File: src/rtl/calc_sequencer.sv
// Calculator control sequencer: turns key strobes into operand-buffer pulses, opcode and display select.
// Optional idle auto-clear of RESULT/ERROR is enabled by defining CALC_AUTO_CLEAR_EN.
module calc_sequencer #(
  parameter int          DIGITS_MAX     = 3,
  parameter logic [23:0] TIMEOUT_CYCLES = 24'd10_000_000
) (
  input  logic       clk,
  input  logic       nrst,
  input  logic       digit_strobe,
  input  logic       op_strobe,
  input  logic [2:0] op_code_in,
  input  logic       enter_strobe,
  input  logic       clear_strobe,
  input  logic       alu_o_flag,
  output logic       store_dig,
  output logic       enter,
  output logic       result_ready,
  output logic [2:0] opcode,
  output logic [1:0] disp_sel,
  output logic       err,
  output logic [2:0] state
);

  typedef enum logic [2:0] {
    S_IDLE   = 3'd0,
    S_OP1    = 3'd1,
    S_OPWAIT = 3'd2,
    S_OP2    = 3'd3,
    S_EXEC   = 3'd4,
    S_RESULT = 3'd5,
    S_ERROR  = 3'd6
  } state_t;

  localparam int             CW      = $clog2(DIGITS_MAX + 1);
  localparam logic [CW-1:0]  CNT_MAX = CW'(DIGITS_MAX);
  localparam logic [CW-1:0]  CNT_ONE = CW'(1);

  state_t        state_r, nxt_state_s;
  logic [CW-1:0] cnt_r, nxt_cnt_s;
  logic [2:0]    opcode_r, nxt_opcode_s;
  logic          store_dig_r, enter_r, result_ready_r, err_r;
  logic [1:0]    disp_sel_r, disp_s;
  logic          store_s, enter_s;
  logic          clr_s, timeout_s, dig_s, op_s, ent_s, any_strobe_s;

  // Only the highest-priority strobe of a cycle survives.
  assign ent_s        = enter_strobe;
  assign op_s         = op_strobe & ~enter_strobe;
  assign dig_s        = digit_strobe & ~op_strobe & ~enter_strobe;
  assign any_strobe_s = digit_strobe | op_strobe | enter_strobe | clear_strobe;
  assign clr_s        = clear_strobe | timeout_s;

`ifdef CALC_AUTO_CLEAR_EN
  logic [23:0] tmo_r;
  logic        parked_s;

  assign parked_s  = (state_r == S_RESULT) || (state_r == S_ERROR);
  assign timeout_s = parked_s && !any_strobe_s && (tmo_r == (TIMEOUT_CYCLES - 24'd1));

  // Idle-cycle counter while parked in RESULT or ERROR.
  always_ff @(posedge clk or negedge nrst) begin
    if (!nrst) begin
      tmo_r <= 24'd0;
    end else if (parked_s && !any_strobe_s && !timeout_s) begin
      tmo_r <= tmo_r + 24'd1;
    end else begin
      tmo_r <= 24'd0;
    end
  end
`else
  logic unused_tmo_s;

  assign timeout_s    = 1'b0;
  assign unused_tmo_s = ^{TIMEOUT_CYCLES, any_strobe_s};
`endif

  // Next-state, operand bookkeeping and pulse decode.
  always_comb begin
    nxt_state_s  = state_r;
    nxt_cnt_s    = cnt_r;
    nxt_opcode_s = opcode_r;
    store_s      = 1'b0;
    enter_s      = 1'b0;
    if (clr_s) begin
      nxt_state_s  = S_IDLE;
      nxt_cnt_s    = '0;
      nxt_opcode_s = 3'd0;
    end else begin
      case (state_r)
        S_IDLE, S_OPWAIT, S_RESULT: begin
          if (dig_s) begin
            store_s     = 1'b1;
            nxt_cnt_s   = CNT_ONE;
            nxt_state_s = (state_r == S_OPWAIT) ? S_OP2 : S_OP1;
          end else if (op_s && (state_r != S_IDLE)) begin
            // From RESULT the displayed result is pushed as operand1.
            nxt_opcode_s = op_code_in;
            enter_s      = (state_r == S_RESULT);
            nxt_cnt_s    = '0;
            nxt_state_s  = S_OPWAIT;
          end else begin
            nxt_state_s = state_r;
          end
        end
        S_OP1, S_OP2: begin
          if (ent_s && (state_r == S_OP2)) begin
            nxt_state_s = S_EXEC;
          end else if (op_s && (state_r == S_OP1)) begin
            nxt_opcode_s = op_code_in;
            enter_s      = 1'b1;
            nxt_cnt_s    = '0;
            nxt_state_s  = S_OPWAIT;
          end else if (dig_s && (cnt_r < CNT_MAX)) begin
            store_s   = 1'b1;
            nxt_cnt_s = cnt_r + CNT_ONE;
          end else begin
            nxt_state_s = state_r;
          end
        end
        S_EXEC:  nxt_state_s = alu_o_flag ? S_ERROR : S_RESULT;
        S_ERROR: nxt_state_s = S_ERROR;
        default: begin
          nxt_state_s  = S_IDLE;
          nxt_cnt_s    = '0;
          nxt_opcode_s = 3'd0;
        end
      endcase
    end
  end

  // Display source follows the state being entered so it lines up with state.
  always_comb begin
    case (nxt_state_s)
      S_RESULT: disp_s = 2'd1;
      S_ERROR:  disp_s = 2'd2;
      default:  disp_s = 2'd0;
    endcase
  end

  // State and registered outputs.
  always_ff @(posedge clk or negedge nrst) begin
    if (!nrst) begin
      state_r        <= S_IDLE;
      cnt_r          <= '0;
      opcode_r       <= 3'd0;
      store_dig_r    <= 1'b0;
      enter_r        <= 1'b0;
      result_ready_r <= 1'b0;
      disp_sel_r     <= 2'd0;
      err_r          <= 1'b0;
    end else begin
      state_r        <= nxt_state_s;
      cnt_r          <= nxt_cnt_s;
      opcode_r       <= nxt_opcode_s;
      store_dig_r    <= store_s;
      enter_r        <= enter_s;
      result_ready_r <= (nxt_state_s == S_EXEC);
      disp_sel_r     <= disp_s;
      err_r          <= (nxt_state_s == S_ERROR);
    end
  end

  assign store_dig    = store_dig_r;
  assign enter        = enter_r;
  assign result_ready = result_ready_r;
  assign opcode       = opcode_r;
  assign disp_sel     = disp_sel_r;
  assign err          = err_r;
  assign state        = state_r;

endmodule
File: config.mk
export PLATFORM = sky130hd
export DESIGN_NAME = calc_sequencer
export DESIGN_NICKNAME = d
export VERILOG_FILES = /design/src/rtl/calc_sequencer.sv
export SDC_FILE = /design/constraint.sdc
export NUM_CORES = 1
export LEC_CHECK = 0
export CORE_UTILIZATION = 45
export CTS_CLUSTER_SIZE = 8
export DETAILED_ROUTE_END_ITERATION = 6
export GPL_ROUTABILITY_DRIVEN = 0
export PLACE_DENSITY = 0.76
export SYNTH_ARGS = -nofsm -noshare
export SYNTH_HDL_FRONTEND = slang
export SYNTH_SLANG_ARGS = --single-unit
File: constraint.sdc
create_clock -name clk -period 1.7 [get_ports clk]
set_input_delay 0.255 -clock clk [delete_from_list [all_inputs] [get_ports clk]]
set_output_delay 0.255 -clock clk [all_outputs]
set_load 0.02 [all_outputs]
==> key figures <==
Drt
  – Drt drc: 2
  – Vias per std cell: ~5.7
  – DRT Pass-1 Iters: 6
  – Iteration-0 DRC Markers: 23
  – Routed vias: 734
  – Number of routed nets with antenna violations: 0
  – Drt total wl: 1800 um
  – Avg WL per Cell: roughly 14 um

STA
  – Worst-margin pin slew: 0.561 ns
  – Final Cycle Share: 0.954
  – Post-layout minimum cycle time: about 1.6 ns
  – Fmax: 0.616 GHz
  – Final setup TNS: 0 ns
  – Slew HR: 0.625
  – Final setup viols: 0
  – Max-slew violation count: 0
  – RSZ-0062 raised after global routing: no
  – Hold Fails Final Rpt: 0
  – Worst Skew: 0.000574 ns

Yosys
  – Syn Std Cell Area: 768 um^2
  – Net count of the mapped netlist: 91
  – Top post-synthesis cells by area: dfrtp_1 (42%), mux2i_1 (3.9%), nand2b_1 (3.3%), nor2b_1 (3.3%), nand2_1 (2.9%)
  – Main combinational cell family by area after synthesis: simple AND/OR/NAND/NOR gates
  – Post-Synth Adder-Cell Area: 0.0163
  – Commonest cells in the netlist: dfrtp_1 (13), nand2_1 (6), inv_1 (5)
  – Simple-Gate Fraction of Synth Area: 0.275
  – Top-count cell post-synth: dfrtp_1
  – Yosys warns: 0
  – Ys flop type: dfrtp_1
  – Sequential fraction of the synthesis area: 0.423
  – FF+latch count, synth: 13
  – Synth Area in Compound Gates: 0.184
  – Unique masters post-synth: 36
  – Synthesized area per cell: 9.60 um^2
  – Mux contribution to synthesized area: 0.0391
  – Fraction of registers with async set or reset after synthesis: 1.00
  – Yosys top cell area share: 0.423
  – Post-synth EDFFs: 0
  – Largest area contributor in the netlist: dfrtp_1
  – XOR/XNOR share of the synthesized area: 0
  – Syn Inst Count: 80

Run
  – Max Cap Violations: 0

Die
  – IO Pins: 22
  – Full die area: 1880 um^2
  – Row cnt: 14
  – Chip Height: roughly 43 um
  – Initial core utilization: 0.493
  – Floorplan die width: between 40 and 50 um
  – Core area: 1560 um^2

Placement
  – I/O Buffers: 21
  – Detailed Place HPWL: roughly 1400 um

Outcome
  – Status: finished, violations left
  – Failing checks: design-rule violations

Finish
  – Layout Nets: 124
  – Share of cells above drive strength 1: 0.179
  – FF/Latch Area: around 330 um^2
  – Ant diodes: 0
  – Final Core Density: 0.699
  – Filler Cell Count: between 100 and 150
  – Area occupied by multi-input gates: 397 um^2
  – P&R area growth vs syn: 41.9%

Critical path
  – CP Launch Type: flop
  – Delay of the slowest cell on the worst path: 0.64 ns
  – Slowest CP cell: clkdlybuf4s50_1
  – Critical path buffer and inverter count: 1
  – WS Path Type: flop to output pin
  – Worst R2R Path Depth: 4
  – R2R setup slack: 0.21 ns
  – RR Endpoint: cnt_r[0]
  – Worst EP required: 1.44 ns
  – Crit end category: output pin
  – Cell family with most CP delay: buffers and inverters
  – Worst path cell trace: clkdlybuf4s50_1
  – Worst R2R Start: state[2]
  – Crit-path max FO: 8
  – CP arrival: roughly 1.4 ns

Pwr
  – Final Power: 0.669 mW
  – PwrDens: roughly 610 nW/um^2
  – Maximum VDD drop: 0.584 mV
  – Static Leak: around 0.5 nW

GRT
  – First-pass GRT wire length: between 2000 and 3000 um
  – Number of global-route vias before repair: between 600 and 700
  – Total track usage: 0.209
  – Congestion Overflow GR: 0
  – Largest net degree at the start of global routing: 14
  – Initial antenna violation count: 0

Clocking
  – Sinks on Clock Net: 13
  – CTS root buf: clkbuf_4
  – CTS tree: done
  – Max H-tree Level: 1
  – CTS max path bufs: 2
  – CTS buffer count: 3
  – Post-CTS Setup Inserts: 0
  – Clk Latency, worst-skew pair: roughly 0.27 ns
  – Reg clk slew, reported paths: 0.07 ns
  – Hold-fix buffers, CTS: 0

Hold path
  – HP Class: primary input to async pin
## cells in the final DEF, fill, tap and decap left out, drive strengths merged
cell type and n:
a2111oi 1, a211o 1, a21oi 4, a22oi 1, a31oi 3, and2 2, and2b 1, and3b 1
and4bb 1, buf 12, clkbuf 4, clkdlybuf4s50 20, dfrtp 13, dlymetal6s2s 1, ha 1, inv 5
mux2i 3, nand2 6, nand2b 4, nand3 1, nor2 2, nor2b 4, nor3 4, nor4 2
nor4bb 1, o211ai 2, o21ai 4, o21bai 1, o221a 1, o22a 1, o32a 1, or2b 2
or3b 2
## how the worst max path moves through the flow
stage | cells past startpoint | to | slack, ns | start
2_1_floorplan | 5 | cnt_r[0] | 0.24 | state[2]
3_3_place_gp | 5 | opcode[1] | -0.02 | op_strobe
3_5_place_dp | 5 | cnt_r[0] | -0.17 | op_strobe
4_1_cts | 1 | state[0] | 0.008 | state[0]
5_1_grt | 1 | state[2] | 0.01 | state[2]
6_report | 1 | state[2] | 0.08 | state[2]
## logic make-up (layout without fill, tap and decap cells)
group           Yosys count  after routing
mux                       3              3
fa+ha+maj                 1              1
buf+inv                  10             42
flops                    13             13
simple gates             33             33
compound gates           20             20
## power by group
group | leakage [nW] | internal (mW) | total (mW) | switching, mW
Combinational | 0.299 | 0.0807 | 0.153 | 0.0726
Clock | 0.0150 | 0.0909 | 0.182 | 0.0911
Sequential | 0.177 | 0.323 | 0.334 | 0.0112
## layer usage
layer,wire (um),global-route usage,part of all wire
met1,796,0.240,0.44
met2,882,0.358,0.49
met3,112,0.0809,0.062
met4,12,0.0625,0.0067
met5,0,0,0
## per-stage QoR
step | setup WS, ns | area [um^2] | instances | hold WS (ns)
floorplan | 0.238 | 768 | 80 | -0.0406
finish | 0.0775 | 1090 | 128 | 0.344
global route | 0.0145 | 1090 | 128 | 0.387
CTS | 0.00843 | 1090 | 128 | 0.348
global placement | -0.0208 | 1060 | 124 | 0.504
detailed placement | -0.165 | 1060 | 124 | 0.508
## sequential cells by signal, indices dropped and copies added, names as in the netlist
| register | flops |
|---|---|
| cnt_r | 2 |
| store_dig | 1 |
| disp_sel | 2 |
| enter | 1 |
| opcode | 3 |
| result_ready | 1 |
| state | 3 |
## layout make-up
type | count | share of cell area
flip-flops and latches | 13 | 0.299
well taps | 16 | 0.0184
multi-input cells | 57 | 0.364
clock buffers | 4 | 0.0241
repair buffers | 33 | 0.278
inverters | 5 | 0.0172
## repair_timing
item	CTS	global route
endpoints found under the hold margin	0	0
setup endpoints to repair	0	2
gates resized for setup	0	2
No activity file was read; power rests on OpenSTA's default activity.
